File: src/rtl/maszyna_w_sequencer.sv
// Microprogrammed controller for the Machine W core: instruction fetch, KOD decode
// and microprogram execution, with run / instruction-step / tact-step modes.
module maszyna_w_sequencer #(
   parameter int WORD_WIDTH    = 32,
   parameter int ADDRESS_WIDTH = 8,
   parameter int KOD_WIDTH     = WORD_WIDTH - ADDRESS_WIDTH
) (
   input  logic                 clk,
   input  logic                 reset_n,
   input  logic                 start,
   input  logic                 stop,
   input  logic [1:0]           mode,
   input  logic                 step,
   input  logic                 override_busy,
   input  logic [KOD_WIDTH-1:0] kod,
   input  logic                 zf,
   input  logic                 zak,
   input  logic [31:0]          signal_errors,
   output logic [31:0]          signals,
   output logic                 running,
   output logic                 halted,
   output logic                 fault,
   output logic [1:0]           fault_code,
   output logic [2:0]           tact,
   output logic                 instr_done,
   output logic [15:0]          instr_count
);

   // Bit positions inside the core control vector.
   localparam int WYAK  = 0;
   localparam int WWEAK = 1;
   localparam int ODE   = 2;
   localparam int DOD   = 3;
   localparam int WYAD  = 4;
   localparam int WEI   = 5;
   localparam int IL    = 6;
   localparam int WYL   = 7;
   localparam int WEL   = 8;
   localparam int WEA   = 9;
   localparam int WYS   = 10;
   localparam int WES   = 11;
   localparam int CZYT  = 12;
   localparam int PISZ  = 13;
   localparam int WEJA  = 14;
   localparam int PRZEP = 15;

   typedef enum logic [3:0] {
      S_IDLE, S_F1, S_F2, S_F3, S_X1, S_X2, S_X3, S_HALT, S_FAULT
   } state_t;

   typedef enum logic [2:0] {
      OP_STP, OP_DOD, OP_ODE, OP_POB, OP_LAD, OP_SOB, OP_SOM, OP_SOZ
   } opcode_t;

   typedef enum logic [1:0] {
      FC_NONE     = 2'd0,
      FC_ILLEGAL  = 2'd1,
      FC_CONFLICT = 2'd2
   } fault_code_t;

   state_t      state, state_d;
   fault_code_t fault_q, fault_d;
   logic        stop_pending, stop_pending_d;
   logic        done_d;

   logic [15:0] micro;
   logic        last_step;
   logic        illegal;
   logic        en;
   logic        kod_high;
   opcode_t     op;

   assign op       = opcode_t'(kod[2:0]);
   assign kod_high = |kod[KOD_WIDTH-1:3];

   assign running = (state inside {S_F1, S_F2, S_F3, S_X1, S_X2, S_X3});
   assign halted  = (state == S_HALT);
   assign fault   = (state == S_FAULT);
   assign fault_code = fault_q;

   // Tact-step mode advances only on cycles where step is high.
   assign en = running & ~override_busy & ((mode != 2'd2) | step);

   // Microinstruction decode from the registered state and the core's KOD/flags.
   always_comb begin
      // NOTE: every combinational output gets a default first so no latch is inferred.
      micro     = '0;
      last_step = 1'b0;
      illegal   = 1'b0;
      case (state)
         S_F1: begin
            micro[WYL] = 1'b1;
            micro[WEA] = 1'b1;
            micro[IL]  = 1'b1;
         end
         S_F2: micro[CZYT] = 1'b1;
         S_F3: begin
            micro[WYS] = 1'b1;
            micro[WEI] = 1'b1;
         end
         S_X1: begin
            if (kod_high) begin
               illegal = 1'b1;
            end else begin
               case (op)
                  OP_STP: last_step = 1'b1;
                  OP_DOD, OP_ODE, OP_POB: begin
                     micro[WYAD] = 1'b1;
                     micro[WEA]  = 1'b1;
                  end
                  OP_LAD: begin
                     micro[WYAD] = 1'b1;
                     micro[WEA]  = 1'b1;
                     micro[WYAK] = 1'b1;
                     micro[WES]  = 1'b1;
                  end
                  OP_SOB: begin
                     micro[WYAD] = 1'b1;
                     micro[WEL]  = 1'b1;
                     last_step   = 1'b1;
                  end
                  OP_SOM: begin
                     micro[WYAD] = zf;
                     micro[WEL]  = zf;
                     last_step   = 1'b1;
                  end
                  OP_SOZ: begin
                     micro[WYAD] = zak;
                     micro[WEL]  = zak;
                     last_step   = 1'b1;
                  end
               endcase
            end
         end
         S_X2: begin
            if (op == OP_LAD) begin
               micro[PISZ] = 1'b1;
               last_step   = 1'b1;
            end else begin
               micro[CZYT] = 1'b1;
            end
         end
         S_X3: begin
            micro[WYS]   = 1'b1;
            micro[WEJA]  = 1'b1;
            micro[WWEAK] = 1'b1;
            case (op)
               OP_DOD:  micro[DOD]   = 1'b1;
               OP_ODE:  micro[ODE]   = 1'b1;
               default: micro[PRZEP] = 1'b1;
            endcase
            last_step = 1'b1;
         end
         default: ;
      endcase
   end

   assign signals = en ? {16'h0000, micro} : 32'h0000_0000;

   always_comb begin
      case (state)
         S_F1:    tact = 3'd0;
         S_F2:    tact = 3'd1;
         S_F3:    tact = 3'd2;
         S_X1:    tact = 3'd3;
         S_X2:    tact = 3'd4;
         S_X3:    tact = 3'd5;
         default: tact = 3'd0;
      endcase
   end

   always_comb begin
      state_d        = state;
      fault_d        = fault_q;
      stop_pending_d = stop_pending | stop;
      done_d         = 1'b0;

      if (!running) begin
         if (start && !override_busy) begin
            state_d        = S_F1;
            fault_d        = FC_NONE;
            stop_pending_d = stop;
         end
      end else if (en) begin
         if (|signal_errors) begin
            state_d = S_FAULT;
            fault_d = FC_CONFLICT;
         end else if (illegal) begin
            state_d = S_FAULT;
            fault_d = FC_ILLEGAL;
         end else if (last_step) begin
            done_d = 1'b1;
            if (state == S_X1 && op == OP_STP) begin
               state_d = S_HALT;
            end else if (stop_pending || stop || mode == 2'd1) begin
               state_d        = S_IDLE;
               stop_pending_d = 1'b0;
            end else begin
               state_d = S_F1;
            end
         end else begin
            case (state)
               S_F1:    state_d = S_F2;
               S_F2:    state_d = S_F3;
               S_F3:    state_d = S_X1;
               S_X1:    state_d = S_X2;
               S_X2:    state_d = S_X3;
               default: state_d = S_FAULT;
            endcase
         end
      end
   end

   always_ff @(posedge clk or negedge reset_n) begin
      if (!reset_n) begin
         state        <= S_IDLE;
         fault_q      <= FC_NONE;
         stop_pending <= 1'b0;
         instr_done   <= 1'b0;
         instr_count  <= 16'h0000;
      end else begin
         // NOTE: non-blocking assignments so every register samples pre-edge values.
         state        <= state_d;
         fault_q      <= fault_d;
         stop_pending <= stop_pending_d;
         instr_done   <= done_d;
         if (done_d) begin
            instr_count <= instr_count + 16'd1;
         end
      end
   end

endmodule

File: config.mk
export PLATFORM = sky130hd
export DESIGN_NAME = maszyna_w_sequencer
export DESIGN_NICKNAME = d
export VERILOG_FILES = /design/src/rtl/maszyna_w_sequencer.sv
export SDC_FILE = /design/constraint.sdc
export NUM_CORES = 1
export LEC_CHECK = 0
export BUFFER_PORTS_ARGS = -buffer_cell sky130_fd_sc_hd__clkbuf_2
export CAP_MARGIN = 20
export CORE_ASPECT_RATIO = 0.6
export CORE_MARGIN = 3
export CORE_UTILIZATION = 41
export CTS_CLUSTER_DIAMETER = 150
export DETAILED_ROUTE_END_ITERATION = 8
export PLACE_DENSITY = 0.78
export REMOVE_ABC_BUFFERS = 1
export SYNTH_ARGS = -nofsm -noshare
export SYNTH_HDL_FRONTEND = slang
export SYNTH_SLANG_ARGS = --single-unit
File: constraint.sdc
create_clock -name clk -period 3.1 [get_ports clk]
set_input_delay 0.465 -clock clk [delete_from_list [all_inputs] [get_ports clk]]
set_output_delay 0.465 -clock clk [all_outputs]
set_load 0.01 [all_outputs]
## Word level (Yosys, flattened, before mapping)

Cells that the tools add are included.

- Input bits: 66
- Logic and storage cells: 103
- Output and inout port bits: 57
- Register bits: 24

- Reductions and logical operators: 17
- Bitwise operators: 5
- Multiplexer cells: 56
- $add $sub $neg: 1
- Eq/ne operators: 19

Operator list:

| cell | number |
|---|---|
| 1-bit two-way mux | 32 |
| 32-bit OR reduction | 1 |
| 4-bit two-way mux | 6 |
| 21-bit OR reduction | 1 |
| 4-bit one-hot mux with 5 select lines | 1 |
| 16-bit by 1-bit adder with 16-bit output, second input constant | 1 |
| 4-bit by 3-bit == test with 1-bit output, second input constant | 4 |
| 16-bit two-way mux | 1 |
| 2-bit two-way mux | 8 |
| 3-bit one-hot mux with 5 select lines | 1 |
| 3-bit == test, second input constant | 4 |
| 1-bit one-hot mux with 3 select lines | 3 |
| 4-bit by 2-bit == test with 1-bit output, second input constant | 2 |
| 4-bit OR reduction | 2 |
| 3-bit by 2-bit == test with 1-bit output, second input constant | 2 |
| 3-bit two-way mux | 2 |
| 6-bit nonzero test | 1 |
| 5-bit OR reduction | 1 |
| 4-bit by 1-bit == test with 1-bit output, second input constant | 1 |
| 4-bit == test, second input constant | 1 |
| 1-bit one-hot mux with 2 select lines | 2 |
| 2-bit OR reduction | 2 |
| 3-bit by 1-bit == test with 1-bit output, second input constant | 1 |
| 3-bit logical NOT | 1 |
| other kinds (13) | 17 |

## Logic depth before layout (Yosys ltp)

Gate-level depths: netlist of the first run.

- Depth in word-level cells: 10
- Depth in mapped cells: 9
- Mapped depth without buffers: 7

## Worst setup path after synthesis of the first run

OpenSTA, ideal clock, no wires.

- Path kind: flip-flop to output port
- Start: reg state[0]
- End: out signals[11]
- Path buffers: 1
- Setup slack: 0.675 ns
- Stages on the path, launching flop included: 9
- Arrival time: 1.960 ns
- Required time: 2.635 ns
- Cell sequence: dfrtp_1 and2_1 a211o_1 nor3_4 nand2_1 nor3_1 nand2_1 nor2_1 buf_4

- Word-level cells in the longest chain between the ends: 5
- Elaborated cells between the ends (all ways): 11
- Classes of those cells: eq/ne: 6; mux: 2; bitwise: 2; reduce/logical: 1

Ends and longest elaborated chain:

| item | line | RTL |
|---|---|---|
| from (decl) | 61 | `state_t state, state_d;` |
| from (signal assigned) | 223 | `state <= state_d;` |
| 4-bit by 1-bit == test with 1-bit output, or another cell as far along | 76 | `assign running = (state inside {S_F1, S_F2, S_F3, S_X1, S_X2, S_X3});` |
| 6-bit nonzero test | 76 |  |
| 1-bit bitwise AND (2 in a row) | 82 | `assign en = running & ~override_busy & ((mode != 2'd2) \| step);` |
| 16-bit two-way mux * | 158 | `assign signals = en ? {16'h0000, micro} : 32'h0000_0000;` |
| to (decl) | 19 | `output logic [31:0] signals,` |

Mark *: on every way between the ends. The rest lies on a longest branch, timed or not.

## Worst setup path after layout of the first run

- Start: reg state[0]
- End: out signals[4]

Same word-level chain as after synthesis.

==> results of run 1 <==
## critical path: stages, from the launching register on
cell and delay (ps):
dfrtp_2 490, and2_1 190, a211o_1 380, nor3_4 310
nand2_4 130, nor3_4 170, nand2_1 140, a311oi_1 220
clkbuf_2 170
## synth_stat cells, types with 3 or more instances
cell type  instances
xnor2_1           11
nand2b_1           6
nor3_1             9
and3_1             3
nor2_1            25
nor4_1            14
inv_1              7
dfrtp_1           24
a21oi_1            5
nand2_1           12
a22o_1             3
nand4_1            8
o21ai_0            6
clkbuf_1           4
buf_4             21
nand3_1            6
xor2_1             5
or2_2              3
## registers in the layout, indices dropped and copies added (netlist names)
| register | cells |
|---|---|
| stop_pending | 1 |
| instr_done | 1 |
| state | 4 |
| fault_code | 2 |
| instr_count | 16 |
## per-stage QoR
stage	utilization	power, W
5_1_grt	0.601	0.000981
3_5_place_dp	0.575	0.000644
2_1_floorplan	-	0.000527
6_report	0.601	0.000923
4_1_cts	0.595	0.000917
3_3_place_gp	0.575	0.000646
## layer usage
| metal | share of wire | GRT usage | vias up |
|---|---|---|---|
| met1 | 0.39 | 0.226 | 835 |
| met2 | 0.50 | 0.314 | 99 |
| met4 | 0.0054 | 0.0349 | 0 |
| met5 | 0 | 0 | - |
| li1 | - | - | 901 |
| met3 | 0.10 | 0.0763 | 6 |
## area by class of cell
class / count / area (um^2)
Tap cell: 57 / 71.3
Fill cell: 341 / 1540
Multi-Input combinational cell: 163 / 996
Clock buffer: 3 / 41.3
Clock inverter: 1 / 30.0
Sequential cell: 24 / 603
Timing Repair Buffer: 108 / 546
Inverter: 7 / 26.3
## power breakdown
part,internal [W],switching [W],total (W)
Combinational,0.000122,0.000155,0.000277
Sequential,0.000336,0.0000424,0.000378
Clock,0.000173,0.0000952,0.000268
## worst max-delay path by stage
stage | startpoint | end | slack (ps) | cells past startpoint
after global placement | state[0]$_DFFE_PN0P_ | signals[4] | 390 | 8
final | state[0]$_DFFE_PN0P_ | signals[4] | 180 | 8
after floorplan | state[0]$_DFFE_PN0P_ | signals[9] | 440 | 5
after CTS | state[0]$_DFFE_PN0P_ | signals[4] | 10 | 8
after global routing | state[0]$_DFFE_PN0P_ | signals[4] | 10 | 8
after detailed placement | state[0]$_DFFE_PN0P_ | signals[4] | 240 | 8
## what timing repair did
item	4_1_cts	5_1_grt
endpoints found under the setup margin	2	6
hold endpoints to repair	0	0
pin swaps	0	1
setup buffers	0	1
resized for setup	1	5
hold buffers	0	0
## cells by family (layout without fill, tap and decap cells)
group                    count (synthesis)  in the layout  share of synthesized area
XOR/XNOR                                16             16                     0.0812
AND/OR/NAND/NOR                        102            102                      0.326
flip-flops                              24             24                      0.348
AO/OA/AOI/OAI                           26             26                      0.105
buffers and inverters                   33            119                      0.118
adder cells (fa/ha/maj)                  1              1                    0.00725
other                                    1             16                    0.00217
multiplexers                             2              2                     0.0123
==> impl_metrics.toml, run 1 <==
[sta]
hold_viol_final = 0
final_max_slew_viol_count = 0
setup_viol = 0
period_share = 0.943
tightestPinTransition_ps = 590
fin_worst_skew_ps = 3.94
fmax_mhz = 342
layout_min_cycle_time_ps = 2920
holdWs_ps = 181
worst_slack_ps = 177
maxSlewHeadroom = 0.606
tns_ps = 0
rsz0062_at_grt = "no"

[yosys]
syn_inst = 205
synth_edf_count = 0
syn_area_um2 = 1730
synth-seq-area-share = 0.348
synth_top_area_share = 0.348
synth_warnings = 0
post-synth-top-area-cell = "dfrtp_1"
synthTopCellsByArea = "dfrtp_1 35%, buf_4 9.1%, xnor2_1 5.6%"
ys.flop_type = "dfrtp_1"
async_flop_share = 1.00
synth.avg_cell_area_um2 = 8.42
ys_ff_latch = 24
synth_cell_types = 43

[route]
num_vias = 1841
drt_wl_total_um = 4850
wire_per_inst_um = 13.4
viasPerCell = 5.07
drc = 0
drt-pass1-iter-count = 4
drt-initial-drc-count = 111
ant_nets = 0

[placement]
dp_hpwl_um = 4100
io_buffers = 106
place_congestion = 0.899
dp.cells = 358
pre_cts_slack_ps = 244
placed_area_um2 = 2210

[cells_and_area]
drive_gt1_frac = 0.405
nets = 374
antenna_cells = 0
most-common-layout-cells = "106 x clkbuf_2, 25 x nor2_1, 22 x dfrtp_1, 16 x conb_1, 14 x nor4_1"
layout.cells.non_filler = 363
final_common_cell = "clkbuf_2"
area_growth_pct = 34.1
final_area_um2 = 2310

[cts]
cts_buffers = 3
cts_tree = "yes"
root_buffer = "clkbuf_8"
clock-sinks = 24
cts_max_path_buffers = 2
htreeDepth = 1
clk_latency_ps = 260
path_clk_slew_ps = 80

[run_status]
status = "finished, final reports clean"

[die]
ioPinCount = 123
fp-row-count = 17
die_y_um = 56.3
fp.dieW_um = 89.8
start_util = 0.448
die-area_um2 = 5050
core_area_um2 = 3850

[worst_setup_path]
arrival_ps = 2460
endpoint_kind = "primary output"
cp.required_ps = 2630
reg2reg_to = "instr_count[15]$_DFFE_PN0P_"
start_kind = "flip-flop"
worstSetupPathType = "reg -> out"
r2r-start = "state[0]$_DFFE_PN0P_"
rrSetupSlack_ps = 420
path_max_fanout = 11
r2r_cells = 8

[global_routing]
grt-ovfl-total = 0
grt_pass1_wl_um = 7710
grt_pass1_vias = 1690
antenna_found_initial = 0
grt_usage = 0.186
grt_max_degree = 25

[power]
p_leak_nw = 1.21
power_density_nw_per_um2 = 399
peakVddDrop_mv = 0.195

[job]
drv_cap = 0

[min_path]
hold_class = "in -> async"
(Power assumes the default switching activity.)
==> inputs of run 2 (changes only) <==
--- a/config.mk
+++ b/config.mk
@@ -12,6 +12,7 @@
 export CORE_UTILIZATION = 41
 export CTS_CLUSTER_DIAMETER = 150
 export DETAILED_ROUTE_END_ITERATION = 8
+export MAX_ROUTING_LAYER = met4
 export PLACE_DENSITY = 0.78
 export REMOVE_ABC_BUFFERS = 1
 export SYNTH_ARGS = -nofsm -noshare
==> run 2 against run 1 <==
Effect of this change:
- utilization did not move
- critical path type unchanged
- first-iteration DRC count did not move
- hold slack barely moved
- highest routed layer unchanged
- worst setup slack improved by 1.1 ps
- largest power group unchanged
==> impl_metrics.toml, run 2 (synthesis results as in run 1) <==
[run_status]
status = "finished, final reports clean"

[power]
p_comb_frac = 0.300
p_leak_nw = 1.21
power_density_nw_per_um2 = 399
p_clk_frac = 0.291
power_w = 0.000924
peakVddDrop_mv = 0.196
power.internal_w = 0.000630
switchingPower_w = 0.000294
p_sw_frac = 0.318
p_seq_frac = 0.409

[die]
ioPinCount = 123
die-area_um2 = 5050
fp.dieW_um = 89.8
core_area_um2 = 3850
start_util = 0.448
die_y_um = 56.3
fp-row-count = 17

[sta]
final_max_slew_viol_count = 0
period_share = 0.942
fmax_mhz = 342
tns_ps = 0
hold_viol_final = 0
rsz0062_at_grt = "no"
maxSlewHeadroom = 0.606
tightestPinTransition_ps = 590
setup_viol = 0
layout_min_cycle_time_ps = 2920
fin_worst_skew_ps = 2.77

[cts]
path_clk_slew_ps = 80
clk_latency_ps = 260
root_buffer = "clkbuf_8"
clock-sinks = 24
cts_tree = "yes"
htreeDepth = 1
cts_buffers = 3
holdBufCountCts = 0
cts_max_path_buffers = 2

[placement]
io_buffers = 106
dp_hpwl_um = 4100
place_congestion = 0.915

[cells_and_area]
largest_register = "instr_count"
drive_gt1_frac = 0.405
area_growth_pct = 34.1
nets = 374
final_common_cell = "clkbuf_2"
antenna_cells = 0
largest_reg_flops = 16
most-common-layout-cells = "106 x clkbuf_2, 25 x nor2_1, 22 x dfrtp_1, 16 x conb_1, 14 x nor4_1"
fillerInstances = 341

[worst_setup_path]
reg2reg_to = "instr_count[15]$_DFFE_PN0P_"
worstSetupPathType = "reg -> out"
arrival_ps = 2460
rrSetupSlack_ps = 420
crit_end = "signals[4]"
r2r-start = "state[0]$_DFFE_PN0P_"
start_kind = "flip-flop"
cp.required_ps = 2630
path_max_fanout = 11
r2r_cells = 8
critPathLaunch = "state[0]$_DFFE_PN0P_"
endpoint_kind = "primary output"

[route]
drc = 0
drt-initial-drc-count = 111
ant_nets = 0
wire_per_inst_um = 13.4
num_vias = 1842
drt_wl_total_um = 4860
drt-pass1-iter-count = 4
viasPerCell = 5.07

[global_routing]
antenna_found_initial = 0
grt_usage = 0.191
grt_pass1_wl_um = 7710
grt-ovfl-total = 0
grt_max_degree = 25
grt_pass1_vias = 1690

[job]
drv_cap = 0

[min_path]
hold_class = "in -> async"
-- run 2: cell counts in the layout (fill, tap and decap cells not counted) --
Identical to the previous run, type by type.
-- run 2: worst min path at each step --
stage,startpoint,endpoint,slack (ps),cells past startpoint
floorplan,reset_n,fault_code[0]$_DFFE_PN0P_,170,0
global placement,instr_count[15]$_DFFE_PN0P_,instr_count[15]$_DFFE_PN0P_,460,1
detailed placement,instr_count[5]$_DFFE_PN0P_,instr_count[5]$_DFFE_PN0P_,480,1
CTS,reset_n,instr_count[8]$_DFFE_PN0P_,200,1
global route,reset_n,instr_count[15]$_DFFE_PN0P_,210,1
finish,reset_n,instr_count[8]$_DFFE_PN0P_,180,1
-- run 2: stage by stage --
step	cell area (um^2)	worst slack (ps)	utilization	cells	hold slack (ps)
after floorplan	1600	437	-	194	169
after global placement	2210	385	0.575	358	458
after detailed placement	2210	244	0.575	358	475
after CTS	2290	11.8	0.595	362	203
after global routing	2310	13.0	0.601	363	210
final	2310	179	0.601	363	181
-- run 2: area by class of cell --
type	instances	area [um^2]	area share
sequential	24	603	0.261
multi-input combinational	163	996	0.431
tap	57	71.3	0.0308
clock inverter	1	30.0	0.0130
timing repair buffer	108	546	0.236
clock buffer	3	41.3	0.0178
inverter	7	26.3	0.0114
-- run 2: layer usage --
| layer | wire length (um) | global-route usage |
|---|---|---|
| met1 | 1910 | 0.227 |
| met2 | 2410 | 0.314 |
| met3 | 516 | 0.0736 |
| met4 | 24 | 0.0349 |
| met5 | 0 | - |
-- run 2: power groups by stage --
stage               clock network [W]  registers (W)  logic (W)
global placement                    0       0.000377   0.000269
detailed placement                  0       0.000378   0.000266
CTS                          0.000276       0.000373   0.000267
finish                       0.000269       0.000378   0.000277
global route                 0.000290       0.000385   0.000307
floorplan                           0       0.000370   0.000157
-- run 2: critical path: stages, from the launching register on --
cell and delay, ps:
dfrtp_2 490, and2_1 190, a211o_1 380, nor3_4 310, nand2_4 130, nor3_4 170
nand2_1 140, a311oi_1 220, clkbuf_2 170
-- run 2: repair_timing --
item                                    in CTS  in global routing
gates resized for setup                      1                  5
endpoints found under the setup margin       2                  6
gates cloned                                 0                  0
hold endpoints to repair                     0                  0
setup buffers                                0                  1
pin swaps                                    0                  1
==> inputs of run 3 (changes only) <==
--- a/config.mk
+++ b/config.mk
@@ -13,7 +13,7 @@
 export CTS_CLUSTER_DIAMETER = 150
 export DETAILED_ROUTE_END_ITERATION = 8
 export MAX_ROUTING_LAYER = met4
-export PLACE_DENSITY = 0.78
+export PLACE_DENSITY = 0.8
 export REMOVE_ABC_BUFFERS = 1
 export SYNTH_ARGS = -nofsm -noshare
 export SYNTH_HDL_FRONTEND = slang
==> run 3 against run 2 <==
Effect of this change:
- combinational power shrank 3%
- die area did not move
- global-route usage is 0.14 points higher
- clock power is 2% higher
- clock skew up 3.9 ps
- register-to-register slack better by 130 ps
- highest routed layer unchanged
- critical path depth stayed put
- cell area shrank 0.81%
- largest cell class unchanged
==> impl_metrics.toml, run 3 (synthesis results as in run 1) <==
[sta]
maxSlewHeadroom = 0.582
tns_ps = 0
layout_min_cycle_time_ps = 2930
holdWs_ps = 179
period_share = 0.944
final_max_slew_viol_count = 0
setup_viol = 0
tightestPinTransition_ps = 625
hold_viol_final = 0
fin_worst_skew_ps = 6.63
fmax_mhz = 342
worst_slack_ps = 173

[cells_and_area]
antenna_cells = 0
final_common_cell = "clkbuf_2"
drive_gt1_frac = 0.403
largest_reg_flops = 16
fillerInstances = 352
largest_register = "instr_count"
multiInputGateArea_um2 = 985
area_growth_pct = 33.0
nets = 373
final_core_util = 0.596
register_area_um2 = 603
most-common-layout-cells = "106 x clkbuf_2, 25 x nor2_1, 22 x dfrtp_1, 16 x conb_1, 14 x nor4_1"

[cts]
clock-sinks = 24
holdBufCountCts = 0
cts_max_path_buffers = 2
cts_buffers = 3
cts_setup_buffers = 0
cts.repair.resized = 0
root_buffer = "clkbuf_8"
clk_latency_ps = 270
cts_tree = "yes"
path_clk_slew_ps = 90
htreeDepth = 1

[worst_setup_path]
path_max_fanout = 11
rrSetupSlack_ps = 550
critPathLaunch = "state[0]$_DFFE_PN0P_"
r2r-start = "state[0]$_DFFE_PN0P_"
r2r_cells = 6
worstSetupPathType = "reg -> out"
crit_end = "signals[4]"
arrival_ps = 2460
cp.required_ps = 2630
start_kind = "flip-flop"
endpoint_kind = "primary output"
reg2reg_to = "instr_count[1]$_DFFE_PN0P_"

[route]
drc = 0
num_vias = 1846
drt_wl_total_um = 4970
ant_nets = 0
viasPerCell = 5.10
drt-initial-drc-count = 111
wire_per_inst_um = 13.7
drt-pass1-iter-count = 4

[die]
core_area_um2 = 3850
ioPinCount = 123
fp-row-count = 17
start_util = 0.448
die-area_um2 = 5050
fp.dieW_um = 89.8
die_y_um = 56.3

[global_routing]
grt_pass1_wl_um = 7750
antenna_found_initial = 0
grt_pass1_vias = 1692
grt-ovfl-total = 0
grt_max_degree = 25
grt_usage = 0.192

[power]
power_density_nw_per_um2 = 401
peakVddDrop_mv = 0.197
power_w = 0.000920
p_leak_nw = 1.20

[placement]
io_buffers = 106
dp_hpwl_um = 4150
place_congestion = 0.928
pre_cts_slack_ps = 339

[min_path]
hold_class = "in -> async"

[run_status]
status = "finished, final reports clean"

[job]
drv_cap = 0
## run 3: cell types whose count changed in the layout (fill, tap and decap cells not counted), sizes merged
cell,change
buf,-1
## run 3: critical path, cell delays in order (launching register included)
cell and delay (ps):
dfrtp_2 480, and2_1 180, a211o_1 380, nor3_4 280
nand2_2 160, nor3_2 190, nand2_1 150, a311oi_1 220
clkbuf_2 170
## run 3: worst min-delay path by stage
stage                                        endpoint  depth (start not counted)
final                      instr_count[6]$_DFFE_PN0P_                          1
after global placement    instr_count[15]$_DFFE_PN0P_                          1
after global routing       instr_count[6]$_DFFE_PN0P_                          1
after detailed placement  instr_count[15]$_DFFE_PN0P_                          1
after floorplan             fault_code[0]$_DFFE_PN0P_                          0
after CTS                  instr_count[6]$_DFFE_PN0P_                          1
## run 3: final cells by class
cell class,instances,area share
sequential,24,0.263
clock inverter,1,0.0131
multi-input combinational,163,0.429
tap,57,0.0311
timing repair buffer,107,0.234
inverter,7,0.0115
clock buffer,3,0.0180
## run 3: routing by layer
layer / track usage / wire [um]
met1: 0.249 / 2190
met2: 0.299 / 2240
met3: 0.0602 / 508
met4: 0.0393 / 28
met5: - / 0
## run 3: per-stage QoR
step	area, um^2	cells
2_1_floorplan	1600	194
3_3_place_gp	2210	358
3_5_place_dp	2210	358
4_1_cts	2280	362
5_1_grt	2290	362
6_report	2290	362
## run 3: report_power, final
part | leakage [nW] | total, W | switching (W) | internal (W)
logic | 0.846 | 0.000269 | 0.000153 | 0.000116
clock network | 0.0357 | 0.000274 | 0.000102 | 0.000173
registers | 0.317 | 0.000376 | 0.0000407 | 0.000336
total | 1.20 | 0.000920 | 0.000295 | 0.000625
